--- src/rtl/mux_n_1_scan_pkg.sv ---
// rtl/mux_n_1_scan_pkg.sv - shared state encodings and width helper for scanning muxes
package mux_n_1_scan_pkg;

    typedef enum logic {
        ST_MANUAL = 1'b0,
        ST_SCAN   = 1'b1
    } scan_state_t;

    // Constant-foldable ceil(log2(value)); returns 0 for value <= 1.
    function automatic int clog2(input int value);
        int result;
        result = 0;
        for (int i = 0; i < 31; i++) begin
            if ((1 << i) < value) begin
                result = i + 1;
            end
        end
        return result;
    endfunction

endpackage

--- src/rtl/mux_n_1_scan_dwell_cnt.sv ---
// rtl/mux_n_1_scan_dwell_cnt.sv - dwell counter, pulses wrap on its last cycle of each dwell
module dwell_cnt
    import mux_n_1_scan_pkg::*;
#(
    parameter int DWELL = 10
) (
    input  logic clk,
    input  logic rst,
    input  logic enable,
    input  logic clear,
    output logic wrap
);

    localparam int DW = clog2(DWELL + 1);
    localparam logic [DW-1:0] LAST = DW'(DWELL - 1);

    logic [DW-1:0] dcnt;

    assign wrap = enable && !clear && (dcnt == LAST);

    always_ff @(posedge clk or posedge rst) begin
        if (rst) begin
            dcnt <= '0;
        end else if (clear || wrap) begin
            dcnt <= '0;
        end else if (enable) begin
            dcnt <= dcnt + 1'b1;
        end
    end

endmodule

--- src/rtl/mux_n_1_scan.sv ---
// rtl/mux_n_1_scan.sv - registered N:1 mux with latched manual select or round-robin scan
module mux_n_1_scan
    import mux_n_1_scan_pkg::*;
#(
    parameter int CH    = 4,
    parameter int WIDTH = 8,
    parameter int DWELL = 10,
    localparam int CW   = clog2(CH)
) (
    input  logic                  sys_clk,
    input  logic                  sys_rst,
    input  logic [CH*WIDTH-1:0]   in_data,
    input  logic [CW-1:0]         sel,
    input  logic                  sel_load,
    input  logic                  scan_en,
    output logic [WIDTH-1:0]      out,
    output logic [CW-1:0]         out_ch,
    output logic                  out_valid,
    output logic                  ch_switch,
    output logic                  sel_err
);

    scan_state_t      state;
    scan_state_t      state_next;
    logic [CW-1:0]    cur_ch;
    logic [CW-1:0]    cur_ch_next;
    logic             sel_err_next;
    logic             scan_active;
    logic             wrap;
    logic             valid_q;
    logic [WIDTH-1:0] sel_data;

    // Counting only while scan_en is still high, so the exit cycle never advances the channel.
    assign scan_active = (state == ST_SCAN) && scan_en;

    dwell_cnt #(
        .DWELL (DWELL)
    ) u_dwell_cnt (
        .clk    (sys_clk),
        .rst    (sys_rst),
        .enable (scan_active),
        .clear  (!scan_active),
        .wrap   (wrap)
    );

    always_comb begin
        state_next   = scan_en ? ST_SCAN : ST_MANUAL;
        cur_ch_next  = cur_ch;
        sel_err_next = 1'b0;
        if (state == ST_MANUAL) begin
            if (sel_load) begin
                if (int'(sel) < CH) begin
                    cur_ch_next = sel;
                end else begin
                    sel_err_next = 1'b1;
                end
            end
        end else if (wrap) begin
            cur_ch_next = (cur_ch == CW'(CH - 1)) ? '0 : cur_ch + 1'b1;
        end
    end

    always_comb begin
        sel_data = '0;
        for (int k = 0; k < CH; k++) begin
            if (cur_ch == CW'(k)) begin
                sel_data = in_data[k*WIDTH +: WIDTH];
            end
        end
    end

    always_ff @(posedge sys_clk or posedge sys_rst) begin
        if (sys_rst) begin
            state     <= ST_MANUAL;
            cur_ch    <= '0;
            sel_err   <= 1'b0;
            out       <= '0;
            out_ch    <= '0;
            ch_switch <= 1'b0;
            valid_q   <= 1'b0;
            out_valid <= 1'b0;
        end else begin
            state     <= state_next;
            cur_ch    <= cur_ch_next;
            sel_err   <= sel_err_next;
            out       <= sel_data;
            out_ch    <= cur_ch;
            // out_ch still holds the previous cur_ch, so this flags the cycle out_ch changes.
            ch_switch <= (cur_ch != out_ch);
            valid_q   <= 1'b1;
            out_valid <= valid_q;
        end
    end

endmodule

--- config.mk ---
export PLATFORM = sky130hd
export DESIGN_NAME = mux_n_1_scan
export DESIGN_NICKNAME = d
export VERILOG_FILES = /design/src/rtl/mux_n_1_scan_pkg.sv /design/src/rtl/mux_n_1_scan_dwell_cnt.sv /design/src/rtl/mux_n_1_scan.sv
export SDC_FILE = /design/constraint.sdc
export NUM_CORES = 1
export LEC_CHECK = 0
export BUFFER_PORTS_ARGS = -buffer_cell sky130_fd_sc_hd__buf_2
export CORE_MARGIN = 3
export CORE_UTILIZATION = 27
export DETAILED_ROUTE_END_ITERATION = 16
export PLACE_DENSITY = 0.55
export REMOVE_ABC_BUFFERS = 1
export SYNTH_ARGS = -nofsm -noshare
export SYNTH_HDL_FRONTEND = slang
export SYNTH_HIERARCHICAL = 1
export SYNTH_SLANG_ARGS = --single-unit
--- constraint.sdc ---
create_clock -name sys_clk -period 1.18 [get_ports sys_clk]
set_input_delay 0.177 -clock sys_clk [delete_from_list [all_inputs] [get_ports sys_clk]]
set_output_delay 0.177 -clock sys_clk [all_outputs]
set_load 0.05 [all_outputs]
==> results of run 1 <==
## timing repair
action                                  CTS  global route
hold endpoints to repair                 20             0
pin swaps                                 8            12
resized for setup                        15            19
endpoints found under the setup margin   11            14
hold buffers                              1             0
buffers inserted                          1             1
## through the flow
stage          hold WS, ns  worst slack, ns
6_report           0.05297          -0.1207
5_1_grt            0.04320          -0.1944
4_1_cts            0.03324         -0.09807
3_5_place_dp       0.08257          -0.1141
3_3_place_gp       0.07212         -0.06971
2_1_floorplan     -0.05692         -0.09611
## power breakdown
group          switching (uW)  internal [uW]
sequential               41.7            787
clock                     222            296
combinational             590            313
total                     854           1400
## final cells by class
class	count	area [sq um]
well taps	46	57.56
flip-flops and latches	20	501.7
inverters	7	28.78
multi-input cells	63	555.5
fillers	330	1844
clock buffers	4	55.05
repair buffers	66	399.1
## sequential cells by signal (all words and copies together), names as in the netlist
name / flops
u_dwell_cnt/dcnt: 4
cur_ch: 2
out: 8
valid_q: 1
state: 1
out_ch: 2
out_valid: 1
ch_switch: 1
## placed cells by master (no fill, tap or decap), drive strengths merged, types with 2 or more instances in the layout
cell    instances
buf            65
dfrtp          20
nand2           8
o22ai           7
a21oi           7
nor2            7
a22oi           7
inv             7
ha              6
clkbuf          4
xnor2           3
conb            2
xor2            2
nor2b           2
a32oi           2
nand2b          2
## routing by layer
layer  track usage  vias to the layer above  routed length, microns
li1              -                      455                       -
met5             0                        -                       0
met4       0.01523                        0                       0
met2        0.2290                       47                    1347
met3       0.03035                        0                     292
met1        0.1272                      416                    1062
## logic make-up (layout without fill, tap and decap cells)
| kind of cell | count (synthesis) | in the layout | synth area share |
|---|---|---|---|
| AOI/OAI and AO/OA | 26 | 26 | 0.1686 |
| DFF | 20 | 20 | 0.5031 |
| muxes | 1 | 1 | 0.01006 |
| other | 2 | 2 | 0.007550 |
| adders and majority gates | 6 | 6 | 0.07547 |
| and+or+nand+nor | 23 | 23 | 0.1296 |
| xor gates and xnor gates | 5 | 5 | 0.04403 |
| buffers and inverters | 11 | 77 | 0.06164 |
## worst paths after layout
kind,end,slack (ns),startpoint
max in group asynchronous,cur_ch[0],0.51,sys_rst
setup / recovery,out[6],-0.12,cur_ch[0]
hold / removal,state,0.05,scan_en
setup reg to reg,out[6],-0.12,cur_ch[0]
hold reg to reg,out_valid,0.35,valid_q
min in group asynchronous,u_dwell_cnt/dcnt[3],0.34,sys_rst
## critical path: cells and delay by family (launching register included)
| family | cells | cell delay, ns |
|---|---|---|
| AO/OA/AOI/OAI | 2 | 0.11 |
| adder cells (fa/ha/maj) | 1 | 0.14 |
| buffers and inverters | 1 | 0.09 |
| flip-flops | 1 | 0.47 |
| AND/OR/NAND/NOR | 1 | 0.37 |
==> impl_table.tex, run 1 <==
\begin{tabular}{lr}
\hline
Metric & Value \\
\hline
\multicolumn{2}{l}{\textbf{Status}} \\
Outcome & finished with violations \\
Failing checks & negative setup slack \\
\multicolumn{2}{l}{\textbf{Critical path}} \\
Nature of the critical path endpoint & flop \\
Critical Path RT & about 1.3 ns \\
Cell type of the slowest stage on the worst timing path & sky130\_fd\_sc\_hd\_\_dfrtp\_2 \\
Reg2Reg Depth & 5 \\
Category of the most critical setup path & flop to flop \\
Slowest cell delay on critical path & 0.47 ns \\
Type of element launching the critical path & flop \\
Max FO, Critical Path & 4 \\
Critical-path cell list & inv\_4 > ha\_4 > or3b\_4 > o21ai\_2 > a31oi\_1 \\
Data arrival at the endpoint of the critical path & around 1.4 ns \\
\multicolumn{2}{l}{\textbf{Synthesis}} \\
Number of enable flip-flop cells after synthesis & 0 \\
Combined area of all synthesized cells & between 900 and 1000 sq um \\
Distinct cells, synth & 27 \\
Sequential area share after synthesis & 0.5031 \\
Synth area leader & sky130\_fd\_sc\_hd\_\_dfrtp\_1 \\
Fraction of post-synthesis cell area in the top cell type by area & 0.5031 \\
Top cells by area in the synthesized netlist & sky130\_fd\_sc\_hd\_\_dfrtp\_1 (50\%), sky130\_fd\_sc\_hd\_\_ha\_1 (7.5\%), sky130\_fd\_sc\_hd\_\_a22oi\_1 (5.3\%) \\
Most used standard cell by instance count after synthesis & sky130\_fd\_sc\_hd\_\_dfrtp\_1 \\
Primary FF master, synth & sky130\_fd\_sc\_hd\_\_dfrtp\_1 \\
Share of synthesized flip-flops with an asynchronous set or reset & 1.000 \\
Leading cell types by count after synthesis & sky130\_fd\_sc\_hd\_\_dfrtp\_1 (20), sky130\_fd\_sc\_hd\_\_nand2\_1 (8) \\
Number of warnings reported in the yosys synthesis log & 6 \\
FF+latch count, synth & 20 \\
Average size of a mapped cell & around 11 sq um \\
Number of instances in the synthesized netlist & 94 \\
\multicolumn{2}{l}{\textbf{Finish}} \\
Non-Filler Instances & 206 \\
Syn-to-layout area delta & 60.63\% \\
Post-layout net count & just over 200 \\
Final std cell area, no fill & between 1500 and 2000 sq um \\
Antenna Diode Count & 0 \\
Layout cell share with drive strength beyond 1 & 0.5813 \\
Final design utilization & 0.4642 \\
\multicolumn{2}{l}{\textbf{Timing}} \\
RSZ-0062 raised after global routing & true \\
Post-route fraction of the period consumed by the critical path & 1.102 \\
Setup Skew & approximately 0.0056 ns \\
Setup WS post-layout & -0.1207 ns \\
Fin. Hold Viols & 0 \\
Final count of negative-setup-slack endpoints & 10 \\
Fin Setup TNS & -0.7340 ns \\
Highest achievable clock rate & 768.8 MHz \\
Max-slew violation total from the final report & 0 \\
Minimum clock period after layout & about 1.3 ns \\
\multicolumn{2}{l}{\textbf{Worst hold path}} \\
Worst hold path type & input port to flop \\
Worst Hold Depth & 1 \\
\multicolumn{2}{l}{\textbf{Power}} \\
Leakage & 0.0007879 uW \\
Maximum vdd drop & roughly 0.0006 V \\
Overall Power & 2250 uW \\
Total power per unit cell area & about 1400 nW/um\^{}2 \\
\multicolumn{2}{l}{\textbf{Global routing}} \\
Antenna violations before repair & 0 \\
Overall global routing resource usage & 0.1171 \\
Number of global-route vias before repair & between 900 and 1k \\
Global-route wire length before repair & approximately 4000 microns \\
Pin count of the biggest net entering global routing & 17 \\
Global route total overflow & 0 \\
\multicolumn{2}{l}{\textbf{Place}} \\
Placed Cells & just under 200 \\
Total of buffers placed on input and output ports & 49 \\
RD Place Congestion & 0.7198 \\
Post-DP Area & between 1000 and 1500 sq um \\
HPWL after detailed placement & around 2100 microns \\
\multicolumn{2}{l}{\textbf{Floorplan}} \\
Die Ht & roughly 67 microns \\
Initial core utilization & 0.2890 \\
Count of standard-cell rows & 21 \\
Number of placed I/O pins & slightly above 50 \\
Die extent in x & roughly 67 microns \\
DIE AREA & between 4000 and 5000 sq um \\
Area of the core region & between 3000 and 4000 sq um \\
\multicolumn{2}{l}{\textbf{CTS}} \\
Worst-path clk slew & $\sim$0.080 ns \\
Cell at the root of the clock tree & sky130\_fd\_sc\_hd\_\_clkbuf\_8 \\
Clock tree from TritonCTS & built \\
Count of H-tree levels built during CTS & 1 \\
Clock tree sinks & 20 \\
Clk\_lat worst skew & 0.25 ns \\
Number of buffers inserted during clock tree synthesis & 3 \\
Number of buffers between clock root and the deepest sink & 2 \\
\multicolumn{2}{l}{\textbf{Routing}} \\
Count of nets left with antenna violations after detail routing & 0 \\
Number of design-rule violations left by the first detailed-router iteration & 12 \\
Detailed-routing iteration count for the pre-antenna-repair pass & 4 \\
DRC violations left & 0 \\
Total detailed-routing wirelength & between 2000 and 3000 microns \\
Routed wirelength normalized by instance count & about 13 microns \\
Average vias per placed instance & around 4.5 \\
Vias after detailed routing & 918 \\
\multicolumn{2}{l}{\textbf{Job}} \\
Max-capacitance violation count & 0 \\
\hline
\end{tabular}
No activity file was read; power rests on OpenSTA's default activity.
==> run 2, diff against run 1 <==
==> constraint.sdc (replaced) <==
create_clock -name sys_clk -period 1.18 [get_ports sys_clk]
set_input_delay 0.118 -clock sys_clk [delete_from_list [all_inputs] [get_ports sys_clk]]
set_output_delay 0.118 -clock sys_clk [all_outputs]
set_load 0.05 [all_outputs]
==> run 2 against run 1 <==
Against the previous run:
- the run still ends with negative setup slack left
- sequential cell count unchanged
- global-route usage decreased by 0.19 points
- die area unchanged
- combinational power increased by 5.8%
- via count increased by 3.5%
- power increased by 9.4%
- worst setup slack got worse by 0.0062 ns
- hold slack improved by 0.031 ns
- count of clock-buffer cells in the layout decreased by 1
==> impl_table.tex, run 2 (synthesized netlist as in run 1, its figures left out) <==
\begin{tabular}{lr}
\hline
Metric & Value \\
\hline
\multicolumn{2}{l}{\textbf{Routing}} \\
Number of design-rule violations left by the first detailed-router iteration & 24 (+12) \\
Detailed-routing iteration count for the pre-antenna-repair pass & 4 (unchanged) \\
Total detailed-routing wirelength & 2747 microns (+1.7\%) \\
Count of nets left with antenna violations after detail routing & 0 (unchanged) \\
Average vias per placed instance & 4.524 (+1.5\%) \\
DRC violations left & 0 (unchanged) \\
Vias after detailed routing & 950 (+3.5\%) \\
Routed wirelength normalized by instance count & 13.08 microns (-0.27\%) \\
\multicolumn{2}{l}{\textbf{Critical path}} \\
Nature of the critical path endpoint & flop \\
Cell type of the slowest stage on the worst timing path & sky130\_fd\_sc\_hd\_\_dfrtp\_2 \\
Max FO, Critical Path & 4 (unchanged) \\
Category of the most critical setup path & flop to flop \\
Beginning of the worst register-to-register path & cur\_ch[0] \\
Setup slack of the most critical reg-to-reg path & -0.13 ns (about the same) \\
Data arrival at the endpoint of the critical path & 1.45 ns (about the same) \\
Type of element launching the critical path & flop \\
Critical-path cell list & inv\_4 > ha\_4 > or3b\_1 > o21ai\_1 > a31oi\_1 \\
Critical Path RT & 1.32 ns (about the same) \\
Slowest cell delay on critical path & 0.46 ns (about the same) \\
Crit Reg-Reg Endpoint & out[6] \\
Reg2Reg Depth & 5 (unchanged) \\
\multicolumn{2}{l}{\textbf{Floorplan}} \\
DIE AREA & 4448 sq um (unchanged) \\
Die extent in x & 66.70 microns (unchanged) \\
Area of the core region & 3442 sq um (unchanged) \\
Number of placed I/O pins & 51 (unchanged) \\
Initial core utilization & 0.2890 (unchanged) \\
Die Ht & 66.70 microns (unchanged) \\
Count of standard-cell rows & 21 (unchanged) \\
\multicolumn{2}{l}{\textbf{Timing}} \\
Minimum clock period after layout & 1.307 ns (+0.006234 ns) \\
Post-route fraction of the period consumed by the critical path & 1.108 (+0.005283) \\
Setup Skew & 0.001296 ns (-0.004268 ns) \\
Setup WS post-layout & -0.1270 ns (-0.006234 ns) \\
Max-slew violation total from the final report & 0 (unchanged) \\
Fin. Hold Viols & 0 (unchanged) \\
Highest achievable clock rate & 765.1 MHz (-0.48\%) \\
RSZ-0062 raised after global routing & true \\
Fin Setup TNS & -0.8738 ns (-0.1397 ns) \\
Final-layout worst hold slack & 0.08398 ns (+0.03101 ns) \\
Final count of negative-setup-slack endpoints & 10 (unchanged) \\
\multicolumn{2}{l}{\textbf{Status}} \\
Outcome & finished with violations \\
Failing checks & negative setup slack \\
\multicolumn{2}{l}{\textbf{CTS}} \\
Clock tree from TritonCTS & built \\
Cell at the root of the clock tree & sky130\_fd\_sc\_hd\_\_clkbuf\_8 \\
Number of buffers between clock root and the deepest sink & 2 (unchanged) \\
Clk\_lat worst skew & 0.25 ns (about the same) \\
Clock tree sinks & 20 (unchanged) \\
Number of buffers inserted during clock tree synthesis & 3 (unchanged) \\
Count of H-tree levels built during CTS & 1 (unchanged) \\
Worst-path clk slew & 0.07 ns (about the same) \\
\multicolumn{2}{l}{\textbf{Finish}} \\
Leading cell types in the layout, fill and taps excluded & sky130\_fd\_sc\_hd\_\_buf\_2 (49), sky130\_fd\_sc\_hd\_\_dfrtp\_1 (19), sky130\_fd\_sc\_hd\_\_buf\_4 (15) \\
Fillers & 324 (-1.8\%) \\
Non-Filler Instances & 210 (+1.9\%) \\
Largest register by flop count & out \\
Post-layout net count & 209 (+2.0\%) \\
Syn-to-layout area delta & 66.16\% \\
Largest registers in the final layout & out x8, u\_dwell\_cnt/dcnt x4 \\
Area taken by multi-input logic gates & 561.8 sq um (+1.1\%) \\
Register cell area after layout & 501.7 sq um (unchanged) \\
Layout cell share with drive strength beyond 1 & 0.5976 (+0.01631) \\
Most common cell after layout, fill and taps aside & sky130\_fd\_sc\_hd\_\_buf\_2 \\
Flip-flop count of the largest register, all copies and words added & 8 (unchanged) \\
Antenna Diode Count & 0 (unchanged) \\
\multicolumn{2}{l}{\textbf{Global routing}} \\
Global-route wire length before repair & 3933 microns (-2.4\%) \\
Number of global-route vias before repair & 903 (-3.2\%) \\
Overall global routing resource usage & 0.1152 (-0.001919) \\
Global route total overflow & 0 (unchanged) \\
Pin count of the biggest net entering global routing & 17 (unchanged) \\
Antenna violations before repair & 0 (unchanged) \\
\multicolumn{2}{l}{\textbf{Worst hold path}} \\
Worst hold path type & input port to flop \\
Origin of the worst min-delay path & sel[1] \\
Worst Hold Depth & 3 (+2) \\
Hold Crit Endpoint & cur\_ch[1] \\
\multicolumn{2}{l}{\textbf{Place}} \\
RD Place Congestion & 0.7301 (+1.4\%) \\
HPWL after detailed placement & 2077 microns (-2.6\%) \\
Placed Cells & 199 (unchanged) \\
Total of buffers placed on input and output ports & 49 (unchanged) \\
\multicolumn{2}{l}{\textbf{Power}} \\
Maximum vdd drop & 0.0007061 V (+21\%) \\
Total power per unit cell area & 1490 nW/um\^{}2 (+5.8\%) \\
Leakage & 0.0008203 uW (+4.1\%) \\
\multicolumn{2}{l}{\textbf{Job}} \\
Max-capacitance violation count & 0 (unchanged) \\
\hline
\end{tabular}
-- run 2: per-layer routing --
| layer | global-route usage | up-vias | routed length, microns |
|---|---|---|---|
| met5 | 0 | - | 0 |
| met3 | 0.02867 | 0 | 312 |
| li1 | - | 466 | - |
| met4 | 0.01523 | 0 | 0 |
| met1 | 0.1310 | 429 | 1058 |
| met2 | 0.2191 | 55 | 1376 |
-- run 2: layout make-up --
cell class	instances	area share
clock inverters	1	0.01817
repair buffers	70	0.2612
flip-flops and latches	20	0.3036
clock buffers	3	0.02498
multi-input cells	63	0.3399
well taps	46	0.03482
inverters	7	0.01741
-- run 2: stage by stage --
stage	setup slack, ns	utilization	cell area (sq um)	total power (uW)
detailed placement	-0.1266	0.4009	1380	1675
finish	-0.1270	0.4802	1653	2463
floorplan	-0.09611	-	959.7	1385
CTS	-0.09746	0.4478	1541	2409
global route	-0.2158	0.4802	1653	2591
global placement	-0.06952	0.4009	1380	1658
-- run 2: worst max path at each step --
stage | from | to | slack, ns
2_1_floorplan | cur_ch[0] | out[6] | -0.1
3_3_place_gp | cur_ch[0] | out[3] | -0.07
3_5_place_dp | cur_ch[0] | out[3] | -0.13
4_1_cts | cur_ch[0] | out[6] | -0.1
5_1_grt | cur_ch[0] | out[3] | -0.22
6_report | cur_ch[0] | out[6] | -0.13
-- run 2: worst max-delay path: cells and delay by family, from the launching register on --
family          cells  cell delay (ns)
fa+ha+maj           1             0.15
compound gates      2             0.13
simple gates        1             0.34
buf+inv             1             0.10
flops               1             0.46
-- run 2: repair_timing --
action	4_1_cts	5_1_grt
buffers inserted	2	3
hold buffers	2	0
endpoints found under the hold margin	21	0
setup endpoints to repair	11	14
pin swaps	14	7
resized for setup	14	21
-- run 2: power by group --
group	switching (uW)	internal, uW	leakage [uW]
Sequential	43.5	787	0.000246
Clock	224	452	0.0000357
Combinational	615	341	0.000539
Total	882	1580	0.000820
